### src/rtl/wc_tile_feeder.sv
`timescale 1ns/1ps
`default_nettype none
// ============================================================================
// Module      : wc_tile_feeder
// Description : Stream-to-tile front end for the F(4,4) Winograd core.
//               Accepts one signed W-bit sample per handshake and packs
//               overlapping N_IN-sample tiles (stride STRIDE) onto a flat bus
//               that drives the core's D input. Consecutive tiles of a frame
//               share N_IN-STRIDE samples; a frame end zero-pads the last tile.
// Ports       :
//   clk        in   1         rising-edge clock
//   rst        in   1         asynchronous, active-low reset (0 = reset)
//   in_data    in   W         sample (two's complement, passed through as-is)
//   in_valid   in   1         sample valid
//   in_last    in   1         sample is last of its frame (qualified by in_valid)
//   in_ready   out  1         feeder accepts a sample this cycle
//   tile       out  N_IN*W    packed tile; sample j at [(N_IN-j)*W-1 -: W]
//   tile_valid out  1         tile stable and valid
//   tile_last  out  1         tile is the final tile of its frame
//   tile_ready in   1         consumer takes the tile this cycle
//   tile_idx   out  IDX_W     tile number within frame, 0-based
// Revision    : 1.0 - initial release
// ============================================================================
module wc_tile_feeder #(
    parameter int W      = 10,
    parameter int N_IN   = 7,
    parameter int STRIDE = 4,
    parameter int IDX_W  = 16
) (
    input  logic                clk,
    input  logic                rst,
    input  logic [W-1:0]        in_data,
    input  logic                in_valid,
    input  logic                in_last,
    output logic                in_ready,
    output logic [N_IN*W-1:0]   tile,
    output logic                tile_valid,
    output logic                tile_last,
    input  logic                tile_ready,
    output logic [IDX_W-1:0]    tile_idx
);

    localparam int OV    = N_IN - STRIDE;
    localparam int CNT_W = $clog2(N_IN + 1);

    localparam logic [CNT_W-1:0] C_FULL = CNT_W'(N_IN);
    localparam logic [CNT_W-1:0] C_OV   = CNT_W'(OV);

    localparam logic [0:0] S_FILL = 1'b0;
    localparam logic [0:0] S_HOLD = 1'b1;

    logic [0:0]       r_state;
    logic [CNT_W-1:0] r_cnt;
    logic [W-1:0]     r_slots [N_IN];
    logic             r_last;
    logic [IDX_W-1:0] r_idx;

    logic             w_accept;
    logic             w_release;
    logic [CNT_W-1:0] w_cnt_nxt;

    // in_ready is forced low while reset is asserted, not just after the
    // state register has been cleared.
    assign in_ready   = rst && (r_state == S_FILL);
    assign tile_valid = (r_state == S_HOLD);
    assign tile_last  = r_last;
    assign tile_idx   = r_idx;

    assign w_accept   = in_ready && in_valid;
    assign w_release  = tile_valid && tile_ready;
    assign w_cnt_nxt  = r_cnt + 1'b1;

    // Slot 0 (oldest sample of the tile) lands in the most significant field.
    generate
        for (genvar j = 0; j < N_IN; j++) begin : g_pack
            assign tile[(N_IN-j)*W-1 -: W] = r_slots[j];
        end
    endgenerate

    always_ff @(posedge clk or negedge rst) begin
        if (!rst) begin
            r_state <= S_FILL;
            r_cnt   <= '0;
            r_last  <= 1'b0;
            r_idx   <= '0;
            for (int i = 0; i < N_IN; i++) begin
                r_slots[i] <= '0;
            end
        end else begin
            case (r_state)
                S_FILL: begin
                    if (w_accept) begin
                        // Write the new sample; on a short frame end, zero
                        // every slot above it in the same edge so the tile is
                        // complete one cycle after the last accept.
                        for (int i = 0; i < N_IN; i++) begin
                            if (CNT_W'(i) == r_cnt) begin
                                r_slots[i] <= in_data;
                            end else if (in_last && (CNT_W'(i) > r_cnt)) begin
                                r_slots[i] <= '0;
                            end
                        end
                        r_cnt <= w_cnt_nxt;
                        if (w_cnt_nxt == C_FULL) begin
                            r_state <= S_HOLD;
                            r_last  <= in_last;
                        end else if (in_last) begin
                            r_state <= S_HOLD;
                            r_last  <= 1'b1;
                        end
                    end
                end
                S_HOLD: begin
                    if (w_release) begin
                        r_state <= S_FILL;
                        r_last  <= 1'b0;
                        if (r_last) begin
                            // Frame boundary: nothing carries into the next frame.
                            r_cnt <= '0;
                            r_idx <= '0;
                            for (int i = 0; i < N_IN; i++) begin
                                r_slots[i] <= '0;
                            end
                        end else begin
                            // Slide the window: the newest OV samples become
                            // the head of the next tile.
                            r_cnt <= C_OV;
                            r_idx <= r_idx + 1'b1;
                            for (int i = 0; i < N_IN; i++) begin
                                if (i < OV) begin
                                    r_slots[i] <= r_slots[i + STRIDE];
                                end else begin
                                    r_slots[i] <= '0;
                                end
                            end
                        end
                    end
                end
                default: begin
                    r_state <= S_FILL;
                end
            endcase
        end
    end

endmodule
`default_nettype wire
### config.mk
export PLATFORM = sky130hd
export DESIGN_NAME = wc_tile_feeder
export DESIGN_NICKNAME = d
export VERILOG_FILES = /design/src/rtl/wc_tile_feeder.sv
export SDC_FILE = /design/constraint.sdc
export NUM_CORES = 1
export LEC_CHECK = 0
export CAP_MARGIN = 20
export CORE_ASPECT_RATIO = 1.1
export CORE_MARGIN = 2
export CORE_UTILIZATION = 30
export CTS_BUF_LIST = sky130_fd_sc_hd__clkbuf_8
export DETAILED_ROUTE_END_ITERATION = 8
export GPL_TIMING_DRIVEN = 1
export SETUP_SLACK_MARGIN = 0.02
export SLEW_MARGIN = 20
export SYNTH_ARGS = -nofsm -noshare
export SYNTH_HDL_FRONTEND = slang
export SYNTH_SLANG_ARGS = --single-unit
### constraint.sdc
create_clock -name clk -period 4 [get_ports clk]
set_input_delay 0.4 -clock clk [delete_from_list [all_inputs] [get_ports clk]]
set_output_delay 0.4 -clock clk [all_outputs]
set_load 0.005 [all_outputs]
Yosys cells after proc, flatten, opt, wreduce, memory -nomap -nowiden
Cells that the tools add are included.

storage, ports and cells
  flip-flop bits (word level) = 91
  memory bits (writable) = 0
  output and inout port bits = 89
  bits of input ports = 15
  bits in latches = 0
  memories kept = 0
  bits in read-only memories = 0

cells by class
  equal/unequal tests = 17
  reductions and logical operators = 21
  div/mod/pow operators = 0
  add/sub/neg operators = 2
  mux-type cells = 33
  multipliers = 0
  shifts and indexed selects = 0
  bitwise gates (word level) = 1
  $lt $le $gt $ge = 7

operator list
  operator                                                                 number
  70-bit 2-to-1 mux                                                        3
  10-bit 2-to-1 mux                                                        14
  70-bit case mux with 2 select lines                                      1
  3-bit AND reduction                                                      8
  3-bit by 1-bit inequality test with 1-bit output, second input constant  7
  16-bit by 1-bit adder with 16-bit output, second input constant          1
  16-bit 2-to-1 mux                                                        1
  1-bit logical AND                                                        10
  3-bit == test, first input constant                                      3
  3-bit > comparator, first input constant                                 3
  1-bit 2-to-1 mux                                                         8
  2-bit by 3-bit == test with 1-bit output, first input constant           2
  1-bit by 3-bit > comparator with 1-bit output, first input constant      2
  2-bit by 3-bit > comparator with 1-bit output, first input constant      2
  3-bit 2-to-1 mux                                                         2
  3-bit case mux with 2 select lines                                       1
  1-bit case mux with 2 select lines                                       2
  2-bit AND reduction                                                      2
  3-bit by 1-bit adder with 3-bit output, second input constant            1
  1-bit by 3-bit == test with 1-bit output, first input constant           1
  3-bit == test, second input constant                                     1
  3-bit zero test                                                          1
  3-bit by 2-bit inequality test with 1-bit output, second input constant  1
  2-bit 2-to-1 mux                                                         1
  other kinds (3)                                                          3

Depth between registers and ports, before layout
  depth after elaboration = 6
  depth in mapped cells = 7

Worst setup path before layout
Ideal clock, no wire load.

  path kind = reg-to-reg
  start point = reg r_state, in the netlist tile_valid
  end point = reg r_slots, in the netlist tile[50]
  buffers on the path = 1
  setup time = 125 ps
  stages on the path, launching flop included = 6
  clock period less this slack = 1,590 ps
  slack = 2,410 ps
  arrival = 1,465 ps
  cell sequence = dfrtp_1 -> nand3b_4 -> nand2_2 -> a21boi_0 -> buf_4 -> mux2_2

between the ends
  cells in the longest elaborated chain, start to end = 5
  elaborated cells between the ends (all ways) = 9

ends and longest elaborated chain
  element                                 line  RTL
  start, declared                         52    logic [0:0] r_state;
  start signal, assigned                  82    r_state <= S_FILL;
  start signal, assigned                  105   r_state <= S_HOLD;
  start signal, assigned                  108   r_state <= S_HOLD;
  1-bit NOT                               n/a
  1-bit logical AND                       64    assign in_ready = rst && (r_state == S_FILL);
  1-bit logical AND                       69    assign w_accept = in_ready && in_valid;
  2-bit inequality test (no source line)  n/a
  3-bit AND reduction (no source line)    n/a
  end signal, assigned by index           98    r_slots[i] <= in_data;
  end signal, assigned by index           131   r_slots[i] <= r_slots[i + STRIDE];
  end, declared                           54    logic [W-1:0] r_slots [N_IN];

Parallel ways exist; a longest one is shown, timed or not.
A chain may end at the register's enable or synchronous reset.

Final worst setup path
  start point = reg r_state, in the netlist tile_valid
  end point = reg r_slots, in the netlist tile[65]

Same word-level chain as after synthesis.

==> metrics <==
dpl hpwl=8.62 mm; vias in the first global route=around 3400; I/O Pins=104; Clock transition at path regs=around 90 ps; Pwr Density=636 mW/mm^2; Syn Inst Count=between 300 and 400; final instance area=0.00557 mm^2; Gate power share=between 40 and 50%; Iteration-0 DRC Markers=between 200 and 250; share of power burned in registers=41.7%; fraction of registers with async set or reset after synthesis=100%; die area=between 0.01 and 0.015 mm^2; crit path time final=~2600 ps; NetSw=about 1.3 mW; Worst-Margin Slew=slightly above 900 ps; type of the most critical hold path=input pin to asynchronous set/reset pin; cts bufs inserted=9; register area share after synthesis=a little over half; CTS tree=built; Clk Latency, worst-skew pair=360 ps; WL per Instance=around 18 um; antenna violations before repair=0; top-count cell post-synth=dfrtp_1; Fmax=roughly 0.38 GHz; Critical Path Slowest Stage Cell=a221oi_4; critical path startpoint category=flip-flop; hold buffers post-CTS=1; mapped cell area=roughly 0.0042 mm^2; fin nets=490; cell taking the most area after synthesis=dfrtp_1; internal power=about 2.2 mW; post-CTS setup buffer count=0; outcome=complete, no violations; post-synthesis cell type count=43; H-tree depth=3; max-slew violations=0; Worst slew margin=a little under two fifths; Largest delay share family, worst path=compound AO/OA/AOI/OAI gates; row count=45; Gates resized, CTS repair=0; core area=0.0137 mm^2; Net Count, Synth=roughly 390; # clock sinks=91; DRT Wirelength=around 12 mm; top_reg_cell synth=dfrtp_1; leading post-synthesis cells by cell area=dfrtp_1 (54%), o2bb2ai_1 (8.1%), a22oi_1 (3.6%); Sw Share=36.5%; worst vdd ir=0.275 mV; first-pass GRT wire length=roughly 19 mm; number of flops mapped to enable cells by yosys=0; largest net degree at the start of global routing=between 70 and 80; Final Hold Vio Count=0; GRT Resource Usage Total=16.5%; dpl cell area=~0.0054 mm^2; worst path cell trace=nand2_1 > a221oi_4 > nor2_1 > a21oi_2; Via density=approximately 5; number of endpoints failing setup at the final stage=0; # Max-Cap Violations=0; clock root cell=clkbuf_8; leak pwr=between 2 and 2.5 nW; CP endpoint kind=flip-flop; period utilization=65.6%; flops & latches, synth=between 90 and 100; Crit Path Category=flip-flop to flip-flop; layout cell share with drive strength beyond 1=11.8%; WP buf/inv=0; slowest stage delay, CP=between 900 and 1000 ps; Clock power frac=around 16%; YS warnings=0; die width=between 100 and 150 um; I/O Buffers=slightly above 100; Reg area=0.00228 mm^2; DRT antenna net count=0; mean post-synth cell area=roughly 11 um^2; Critical Path Fanout Max=26; Critical Path RT=approximately 4300 ps; placer congestion estimate=0.814; Clock Skew=around 9 ps; starting density of the core=30.6%; total negative slack=0 ps; area delta synth->final=32.4%; Die H=128 um; via count=~3300; Post-route DRC=0; DRT Pass-1 Iters=4; Post-synth top cells=dfrtp_1 (91), o2bb2ai_1 (39), nor2_1 (37); Worst Path Arrival=2920 ps; RSZ-0062 raised after global routing=no; ANT cells=0; Max clock buf depth=2; Yosys top cell area share=approximately 54%; gr ovfl total=0; fill count=~1400; multi-input logic area=~0.0018 mm^2
-- stage by stage --
step	power [mW]	hold WS (ps)	utilization (%)	setup slack (ps)	instances
floorplan	2.19	104	-	2410	374
global placement	2.97	275	39.1	1480	646
detailed placement	3.00	281	39.1	1390	646
CTS	3.58	457	40.5	1370	663
global route	3.79	467	40.5	1030	663
finish	3.54	454	40.5	1380	663
-- final cells by class --
cell class                      instances  share of cell area, %
Clock buffer                            9                   2.22
Tap cell                              188                   4.22
Clock inverter                          7                  0.966
Multi-Input combinational cell        255                   32.1
Sequential cell                        91                   40.9
Timing Repair Buffer                  108                   19.3
Inverter                                5                  0.337
-- metal layers --
layer  GRT usage, %  part of all wire [%]
met5              0                     0
met4           6.51                   1.6
met3           2.84                   5.2
met2           26.0                    49
met1           22.5                    44
-- worst paths after layout --
| path | startpoint | to | slack, ps | depth (start not counted) |
|---|---|---|---|---|
| worst max-delay path | tile_valid$_DFF_PN0_ | tile[65]$_DFFE_PN0P_ | 1380 | 4 |
| worst min-delay path | rst | tile_idx[4]$_DFFE_PN0P_ | 450 | 2 |
| worst max register to register | tile_valid$_DFF_PN0_ | tile[65]$_DFFE_PN0P_ | 1380 | 4 |
| worst min register to register | tile[57]$_DFFE_PN0P_ | tile[57]$_DFFE_PN0P_ | 520 | 1 |
| max in group asynchronous | rst | tile[23]$_DFFE_PN0P_ | 2590 | 3 |
| min in group clk | tile[57]$_DFFE_PN0P_ | tile[57]$_DFFE_PN0P_ | 520 | 1 |
-- power by group through the flow --
stage	logic (mW)	clock network (mW)	registers (mW)
2_1_floorplan	0.758	0	1.43
4_1_cts	1.51	0.593	1.48
3_3_place_gp	1.48	0	1.49
3_5_place_dp	1.50	0	1.50
6_report	1.49	0.576	1.48
5_1_grt	1.63	0.631	1.53
-- cell families after synthesis --
family          after synthesis  synth area share (%)
compound gates              113                  21.5
mux                          13                  3.48
xor+xnor                     11                  2.29
buf+inv                      28                  3.39
fa+ha+maj                     5                  1.49
simple gates                113                  13.7
flops                        91                  54.1
-- flip-flops by register name, summed over array words and instances, names as in the netlist --
signal / flops
r_cnt: 3
tile_idx: 16
tile_valid: 1
tile: 70
tile_last: 1
-- cells in the final DEF, fill, tap and decap left out, drive strengths merged, types with 2 or more instances in the layout --
cell type      Yosys  routed
nor4               3       3
inv                5       6
clkinv             0       4
nor2              38      38
nand4              7       7
and3b              2       2
a22o              11      11
nand3             10      10
buf               16       5
nor3               4       4
clkdlybuf4s50      0     102
o21ai              6       6
a22oi             20      20
o2bb2ai           39      39
and4               3       3
nor2b             15      15
nand2             26      26
clkinvlp           0       2
dfrtp             91      91
o211ai             2       2
mux2              13      13
xnor2              6       6
a21oi             27      27
ha                 5       5
xor2               5       5
a21o               2       2
a221oi             2       2
clkbuf             7       9
Power figures use the tool's default switching activity.
